File: config.mk
export PLATFORM = sky130hd
export DESIGN_NAME = step_pause_ctrl
export DESIGN_NICKNAME = d
export VERILOG_FILES = /design/src/rtl/step_pause_ctrl.sv
export SDC_FILE = /design/constraint.sdc
export NUM_CORES = 1
export LEC_CHECK = 0
export BUFFER_PORTS_ARGS = -buffer_cell sky130_fd_sc_hd__buf_2
export CORE_AREA = 4 4 41 43
export CTS_BUF_LIST = sky130_fd_sc_hd__clkbuf_4 sky130_fd_sc_hd__clkbuf_8
export DETAILED_ROUTE_END_ITERATION = 8
export DIE_AREA = 0 0 45 47
export HOLD_SLACK_MARGIN = 0.06
export PLACE_DENSITY = 0.75
export SYNTH_ARGS = -nofsm -noshare
export SYNTH_HDL_FRONTEND = slang
export SYNTH_SLANG_ARGS = --single-unit
File: constraint.sdc
create_clock -name multi_clk -period 1.45 [get_ports multi_clk]
set_input_delay 0.145 -clock multi_clk [delete_from_list [all_inputs] [get_ports multi_clk]]
set_output_delay 0.145 -clock multi_clk [all_outputs]
set_load 0.02 [all_outputs]
File: src/rtl/step_pause_ctrl.sv
// -----------------------------------------------------------------------------
// step_pause_ctrl
//
// Produces the pause input of the multi-cycle CPU state register. It supports
// free-run and single-step execution. A single step is either one state or
// one instruction per debounced button press. It also inserts a fixed number
// of wait cycles on every memory-access state.
//
// Parameters
//   DEBOUNCE_CYCLES : consecutive stable samples needed to accept a button
//                     level change (>= 2)
//   WAIT_STATES     : pause cycles inserted per memory-access state (0 = none)
//   FETCH_STATE     : state code that marks an instruction boundary
//
// Ports
//   multi_clk     in   CPU state clock (only clock)
//   rst           in   synchronous active-high reset
//   run_mode      in   async switch: 1 = free-run, 0 = single-step
//   step_instr    in   async switch: 0 = one state per press, 1 = one instruction
//   step_btn      in   raw async push-button, active-high
//   mem_req       in   current state accesses memory
//   current_state in   output of the CPU state register
//   pause         out  hold the state register when high
//   step_busy     out  a step is in progress
//   mem_wait      out  pause is currently caused by a memory wait
// -----------------------------------------------------------------------------
module step_pause_ctrl #(
    parameter int         DEBOUNCE_CYCLES = 16,
    parameter int         WAIT_STATES     = 2,
    parameter logic [3:0] FETCH_STATE     = 4'd0
) (
    input  logic       multi_clk,
    input  logic       rst,
    input  logic       run_mode,
    input  logic       step_instr,
    input  logic       step_btn,
    input  logic       mem_req,
    input  logic [3:0] current_state,
    output logic       pause,
    output logic       step_busy,
    output logic       mem_wait
);

    localparam int             DBW      = $clog2(DEBOUNCE_CYCLES);
    localparam logic [DBW-1:0] DB_LAST  = DBW'(DEBOUNCE_CYCLES - 1);
    localparam int             WW       = (WAIT_STATES > 0) ? $clog2(WAIT_STATES + 1) : 1;
    localparam logic [WW-1:0]  WAIT_LIM = WW'(WAIT_STATES);

    typedef enum logic [1:0] {
        S_HOLD  = 2'd0,
        S_GO    = 2'd1,
        S_INSTR = 2'd2
    } state_t;

    // -------------------------------------------------------------------------
    // Two-flop synchronizers: bit 0 run_mode, bit 1 step_instr, bit 2 step_btn
    // -------------------------------------------------------------------------
    logic [2:0] async_in;
    logic [2:0] sync_vec;

    assign async_in = {step_btn, step_instr, run_mode};

    genvar gi;
    generate
        for (gi = 0; gi < 3; gi++) begin : g_sync
            logic s1_reg;
            logic s2_reg;

            always_ff @(posedge multi_clk) begin
                if (rst) begin
                    s1_reg <= 1'b0;
                    s2_reg <= 1'b0;
                end else begin
                    s1_reg <= async_in[gi];
                    s2_reg <= s1_reg;
                end
            end

            assign sync_vec[gi] = s2_reg;
        end
    endgenerate

    logic run_s;
    logic instr_s;
    logic btn_s;

    assign run_s   = sync_vec[0];
    assign instr_s = sync_vec[1];
    assign btn_s   = sync_vec[2];

    // -------------------------------------------------------------------------
    // Debounce: the counter only runs while the synchronized button disagrees
    // with the accepted level; any agreeing sample restarts the count.
    // -------------------------------------------------------------------------
    logic [DBW-1:0] db_cnt_reg;
    logic           db_reg;
    logic           db_q_reg;
    logic           step_pulse;

    always_ff @(posedge multi_clk) begin
        if (rst) begin
            db_cnt_reg <= '0;
            db_reg     <= 1'b0;
            db_q_reg   <= 1'b0;
        end else begin
            db_q_reg <= db_reg;
            if (btn_s == db_reg) begin
                db_cnt_reg <= '0;
            end else if (db_cnt_reg == DB_LAST) begin
                db_reg     <= btn_s;
                db_cnt_reg <= '0;
            end else begin
                db_cnt_reg <= db_cnt_reg + 1'b1;
            end
        end
    end

    assign step_pulse = db_reg & ~db_q_reg;

    // -------------------------------------------------------------------------
    // Memory wait. The counter keeps running during a step hold, so a memory
    // state reached by a step has usually used up its wait before the next
    // press. Clearing on every advance gives back-to-back memory states
    // their own wait.
    // -------------------------------------------------------------------------
    logic [WW-1:0] wcnt_reg;

    assign mem_wait = mem_req && (wcnt_reg < WAIT_LIM);

    always_ff @(posedge multi_clk) begin
        if (rst) begin
            wcnt_reg <= '0;
        end else if (!pause) begin
            wcnt_reg <= '0;
        end else if (mem_wait) begin
            wcnt_reg <= wcnt_reg + 1'b1;
        end
    end

    // -------------------------------------------------------------------------
    // Step FSM. left_reg records that the instruction has moved off its
    // starting state, so the fetch state it started from does not end it.
    // -------------------------------------------------------------------------
    state_t state_reg;
    logic   left_reg;
    logic   busy_reg;
    logic   step_hold;

    always_comb begin
        step_hold = 1'b1;
        case (state_reg)
            S_HOLD:  step_hold = ~run_s;
            S_GO:    step_hold = 1'b0;
            S_INSTR: step_hold = left_reg && (current_state == FETCH_STATE);
            default: step_hold = 1'b1;
        endcase
    end

    assign pause     = step_hold | mem_wait;
    assign step_busy = busy_reg;

    always_ff @(posedge multi_clk) begin
        if (rst) begin
            state_reg <= S_HOLD;
            left_reg  <= 1'b0;
            busy_reg  <= 1'b0;
        end else if (run_s) begin
            // Free-run overrides any step in progress.
            state_reg <= S_HOLD;
            left_reg  <= 1'b0;
            busy_reg  <= 1'b0;
        end else begin
            case (state_reg)
                S_HOLD: begin
                    if (step_pulse) begin
                        busy_reg <= 1'b1;
                        if (!instr_s) begin
                            state_reg <= S_GO;
                        end else begin
                            state_reg <= S_INSTR;
                            left_reg  <= 1'b0;
                        end
                    end
                end
                S_GO: begin
                    // Stays here through any memory wait until one advance.
                    if (!pause) begin
                        state_reg <= S_HOLD;
                        busy_reg  <= 1'b0;
                    end
                end
                S_INSTR: begin
                    if (!pause) begin
                        left_reg <= 1'b1;
                    end
                    if (step_hold) begin
                        state_reg <= S_HOLD;
                        busy_reg  <= 1'b0;
                    end
                end
                default: begin
                    state_reg <= S_HOLD;
                    left_reg  <= 1'b0;
                    busy_reg  <= 1'b0;
                end
            endcase
        end
    end

endmodule
Yosys cells after proc, flatten, opt, wreduce, memory -nomap -nowiden. Cells that the tools add are included.

Equality and inequality tests: 9. Reduce and logical (&&, ||, !) cells: 10. Add/subtract/negate cells: 2. Bitwise logic cells: 7. Multiplexer cells: 14. Magnitude comparators: 1.

Operators with widths (number): $ne 2x2->1 const B (5); $pmux 1 s3 (3); $mux 2 (4); $mux 1 (6); $pmux 2 s3 (1); $not 1->1 (5); $add 4x1->4 const B (1); $eq 4x4->1 const B (1); $logic_not 4->1 (1); $reduce_and 4->1 (1); $reduce_or 2->1 (2); $reduce_and 3->1 (1); $reduce_or 3->1 (1); $add 2x1->2 const B (1); $eq 2x1->1 const B (1); $eq 2x2->1 const B (1); $logic_and 1x1->1 (2); $logic_not 2->1 (1); $lt 2x2->1 const B (1); $reduce_and 2->1 (1); $and 1x1->1 (1); $eq 1x1->1 (1); $or 1x1->1 (1).

Word-level logic and storage cells: 56. Output and inout bits: 3. Input bits: 10. Register bits after elaboration: 18.

Longest topological paths before layout.
Depth in word-level cells: 6. Depth in mapped cells: 4. Gate-level depth less buffers: 4.

Least setup slack after synthesis. Ideal clock, no wire load.

Path kind: register -> register. Start: register db_cnt_reg[0]. End: register db_cnt_reg[2]. Path buffers: 0. Stages on the path, launching flop included: 5. Setup slack: 252 ps. Required time: 1386 ps. Arrival time: 1134 ps. Clock period less this slack: 1198 ps. Cells stage by stage: dfxtp_1 > ha_1 > and3_1 > or3_4 > nor2_1.

Longest elaborated chain between the ends: 2. Elaborated cells between the ends (all ways): 3. Classes of those cells: add/sub: 1; eq/ne: 1; reduce/logical: 1.

Ends and longest elaborated chain: start, declared (line 95) `logic [DBW-1:0] db_cnt_reg;`; start signal, assigned (line 113) `db_cnt_reg <= db_cnt_reg + 1'b1;`; branches (longest 2 deep; another with $add 4x1->4).

Parallel ways; which one is timed is not known. A chain may end at the register's enable or synchronous reset.

Worst setup path in the final report.
Start: register wcnt_reg[1]. End: output pause.

Longest elaborated chain between the ends: 3.

Ends and longest elaborated chain: start, declared (line 126) `logic [WW-1:0] wcnt_reg;`; start signal, assigned (line 136) `wcnt_reg <= wcnt_reg + 1'b1;`; $lt 2x2->1 (line 128) `assign mem_wait = mem_req && (wcnt_reg < WAIT_LIM);`; $logic_and 1x1->1 (line 128); $or 1x1->1 (line 159) `assign pause = step_hold | mem_wait;`; end, declared (line 39) `output logic pause,`.

Every way passes these cells.

==> impl_metrics.json <==
{
  "status": "completed",
  "yosys_warnings": 0,
  "yosys.area_share.simple_pct": 25.1,
  "slowest_delay_ns": 0.34,
  "grt_overflow": 0,
  "crit_arrival_ns": 1.23,
  "post_drt_wl_per_cell_um": 11.5,
  "rsz0062_at_grt": "false",
  "die_area_um2": 2120,
  "cp_slowest_cell": "dfxtp_2",
  "ys_seq_area_share_pct": 52.8,
  "fin_ws_ns": 0.0747,
  "grt_usage_pct": 13.1,
  "io_buffers": 12,
  "worstPathCellList": "nand2b_4 -> inv_4 -> a211oi_2 -> nand2_1 -> buf_6",
  "design_area_um2": 841,
  "hold_viol": 0,
  "grt_pass1_vias": 463,
  "p_per_area_nw_per_um2": 1070,
  "skew_ns": 0.00608,
  "antenna_found_initial": 0,
  "required_ns": 1.31,
  "ctsHtreeMaxLevel": 1,
  "cts-buffers-inserted": 3,
  "dp_hpwl_um": 759,
  "drt_wl_total_um": 1170,
  "fin_crit_sh_pct": 94.9,
  "seq_area_um2": 364,
  "ios": 13,
  "first_iter_violations": 8,
  "synthMuxAreaShare_pct": 1.47,
  "num_antenna_cells": 0,
  "r2r_cells": 4,
  "routed_via_density": 4.96,
  "largest_reg_flops": 4,
  "grt_pass1_wl_um": 1930,
  "crit_path_end_kind": "primary output",
  "power.share.sequential_pct": 57.6,
  "min-delay-path-class": "in2reg",
  "p_clk_share_pct": 34.0,
  "clock_sinks": 18,
  "setup_viol": 0,
  "clock_latency_ns": 0.29,
  "slew_headroom_pct": 83.6,
  "holdPathStages": 2,
  "dieHeight_um": 47,
  "die_x_um": 45,
  "synth-xor-area-share_pct": 5.14,
  "comb_power_share_pct": 8.4,
  "syn_inst": 69,
  "cts_buffer_depth": 2,
  "switching_share_pct": 21.6,
  "post_synth.cell_area_avg_um2": 9.88,
  "peakVddDrop_mv": 0.603,
  "num_vias": 506,
  "worst_slew_pin_slew_ns": 0.244,
  "synth-compound-area-share_pct": 10.6,
  "synth_area_um2": 682,
  "startpoint_type": "register",
  "place_ws_ns": 0.182,
  "multi_input_area_um2": 309,
  "p_int_w": 0.000702,
  "clkTransAtPathRegs_ns": 0.10,
  "fin_nets": 99,
  "route.detailed.drc": 0,
  "clockRootBuffer": "clkbuf_4",
  "p_sw_w": 0.000193,
  "num-fill-cells": 112,
  "fmax_ghz": 0.727,
  "dr.pass1.iters": 2,
  "core_area_um2": 1300,
  "gp_congestion": 0.703,
  "criticalPathCategory": "reg2out",
  "area_growth_pct": 23.3,
  "synth_top_family_by_area": "simple AND/OR/NAND/NOR gates",
  "synth.distinct_cells": 26,
  "grt_max_degree": 14,
  "syn-num-nets": 80,
  "num_rows": 13,
  "tns_ns": 0,
  "place_area_um2": 752,
  "power_leakage_nw": 0.337,
  "synth-adder-area-share_pct": 1.83,
  "cts_tree": "done",
  "drive_above_1_share_pct": 32.2,
  "ant_nets": 0,
  "cap_violations": 0,
  "synth_seq_cells": 18,
  "start_util_pct": 52.4,
  "period_minus_slack_ns": 1.38,
  "drv_slew": 0,
  "crit_path_max_fanout": 2
}
[cells in the mapped netlist]
master / n / area (um2)
inv_1: 3 / 11.3
xnor2_1: 3 / 26.3
or3_4: 1 / 11.3
a21oi_1: 3 / 15.0
clkbuf_1: 1 / 3.75
nor3_1: 2 / 10.0
and3_1: 1 / 6.26
a211oi_1: 2 / 15.0
nor4_2: 1 / 12.5
xor2_1: 1 / 8.76
and4_1: 2 / 17.5
nor2b_1: 7 / 43.8
buf_2: 1 / 5.00
mux2i_1: 1 / 10.0
nand2b_1: 2 / 12.5
nand2_1: 3 / 11.3
nor4_1: 1 / 6.26
o21ai_0: 1 / 5.00
nor2_1: 8 / 30.0
a31o_2: 1 / 8.76
a211oi_2: 1 / 12.5
o21a_1: 1 / 7.51
ha_1: 1 / 12.5
dfxtp_1: 18 / 360
nand3_1: 2 / 10.0
a32oi_1: 1 / 8.76
[stage by stage]
stage	hold WS (ns)	power, W	utilization [%]	std cells
after detailed placement	0.366	0.000584	57.8	94
after CTS	0.0611	0.000889	62.1	100
after global routing	0.0754	0.000929	64.6	102
after global placement	0.353	0.000583	57.8	94
after floorplan	0.217	0.000562	-	69
final	0.0642	0.000895	64.6	102
[cells by family after synthesis]
| kind of cell | count (synthesis) |
|---|---|
| buf+inv | 5 |
| mux | 1 |
| xor+xnor | 4 |
| simple gates | 30 |
| compound gates | 10 |
| fa+ha+maj | 1 |
| flops | 18 |
[cells in the final DEF (no fill, tap or decap), drive strengths merged, types with 2 or more instances in the layout]
cell / n
a211oi: 3
a21oi: 3
and4: 2
buf: 15
clkbuf: 4
dfxtp: 18
inv: 3
nand2: 3
nand2b: 2
nand3: 2
nor2: 8
nor2b: 7
nor3: 2
nor4: 2
xnor2: 3
[per-layer routing]
metal | share of wire, % | track usage (%)
met1 | 49 | 17.0
met2 | 45 | 17.2
met3 | 3.4 | 3.45
met4 | 2.1 | 12.3
met5 | 0 | 0
[worst paths after layout]
kind,start,endpoint,slack [ns]
worst max register to register,db_cnt_reg[0],db_cnt_reg[0],0.15
worst max-delay path,wcnt_reg[1],pause,0.07
worst min register to register,g_sync[2].s1_reg,btn_s,0.45
worst min-delay path,step_btn,g_sync[2].s1_reg,0.06
[power groups by stage]
stage	registers, W	clock network (W)	logic [W]
3_3_place_gp	0.000526	0	0.0000564
5_1_grt	0.000518	0.000329	0.0000822
6_report	0.000516	0.000305	0.0000750
3_5_place_dp	0.000527	0	0.0000571
4_1_cts	0.000515	0.000312	0.0000613
2_1_floorplan	0.000525	0	0.0000365
[area by class of cell]
| cell class | instances | area share [%] |
|---|---|---|
| Clock buffer | 4 | 4.32 |
| Timing Repair Buffer | 16 | 11.8 |
| Tap cell | 15 | 2.23 |
| Inverter | 3 | 1.64 |
| Sequential cell | 18 | 43.3 |
| Multi-Input combinational cell | 46 | 36.8 |
[repair_timing]
item                       4_1_cts  5_1_grt
hold buffers                     1        0
pin swaps                        1        2
hold endpoints to repair         1        0
cloned                           0        0
setup endpoints to repair        1        1
resized for setup                2        6
buffers inserted                 1        2
[worst max-delay path, delay by kind of cell (launching register included)]
| kind | cells | cell delay, ns |
|---|---|---|
| DFF | 1 | 0.34 |
| and+or+nand+nor | 2 | 0.22 |
| AOI/OAI and AO/OA | 1 | 0.21 |
| buffers and inverters | 2 | 0.18 |
Note: power is estimated with default switching activity, not from simulation.
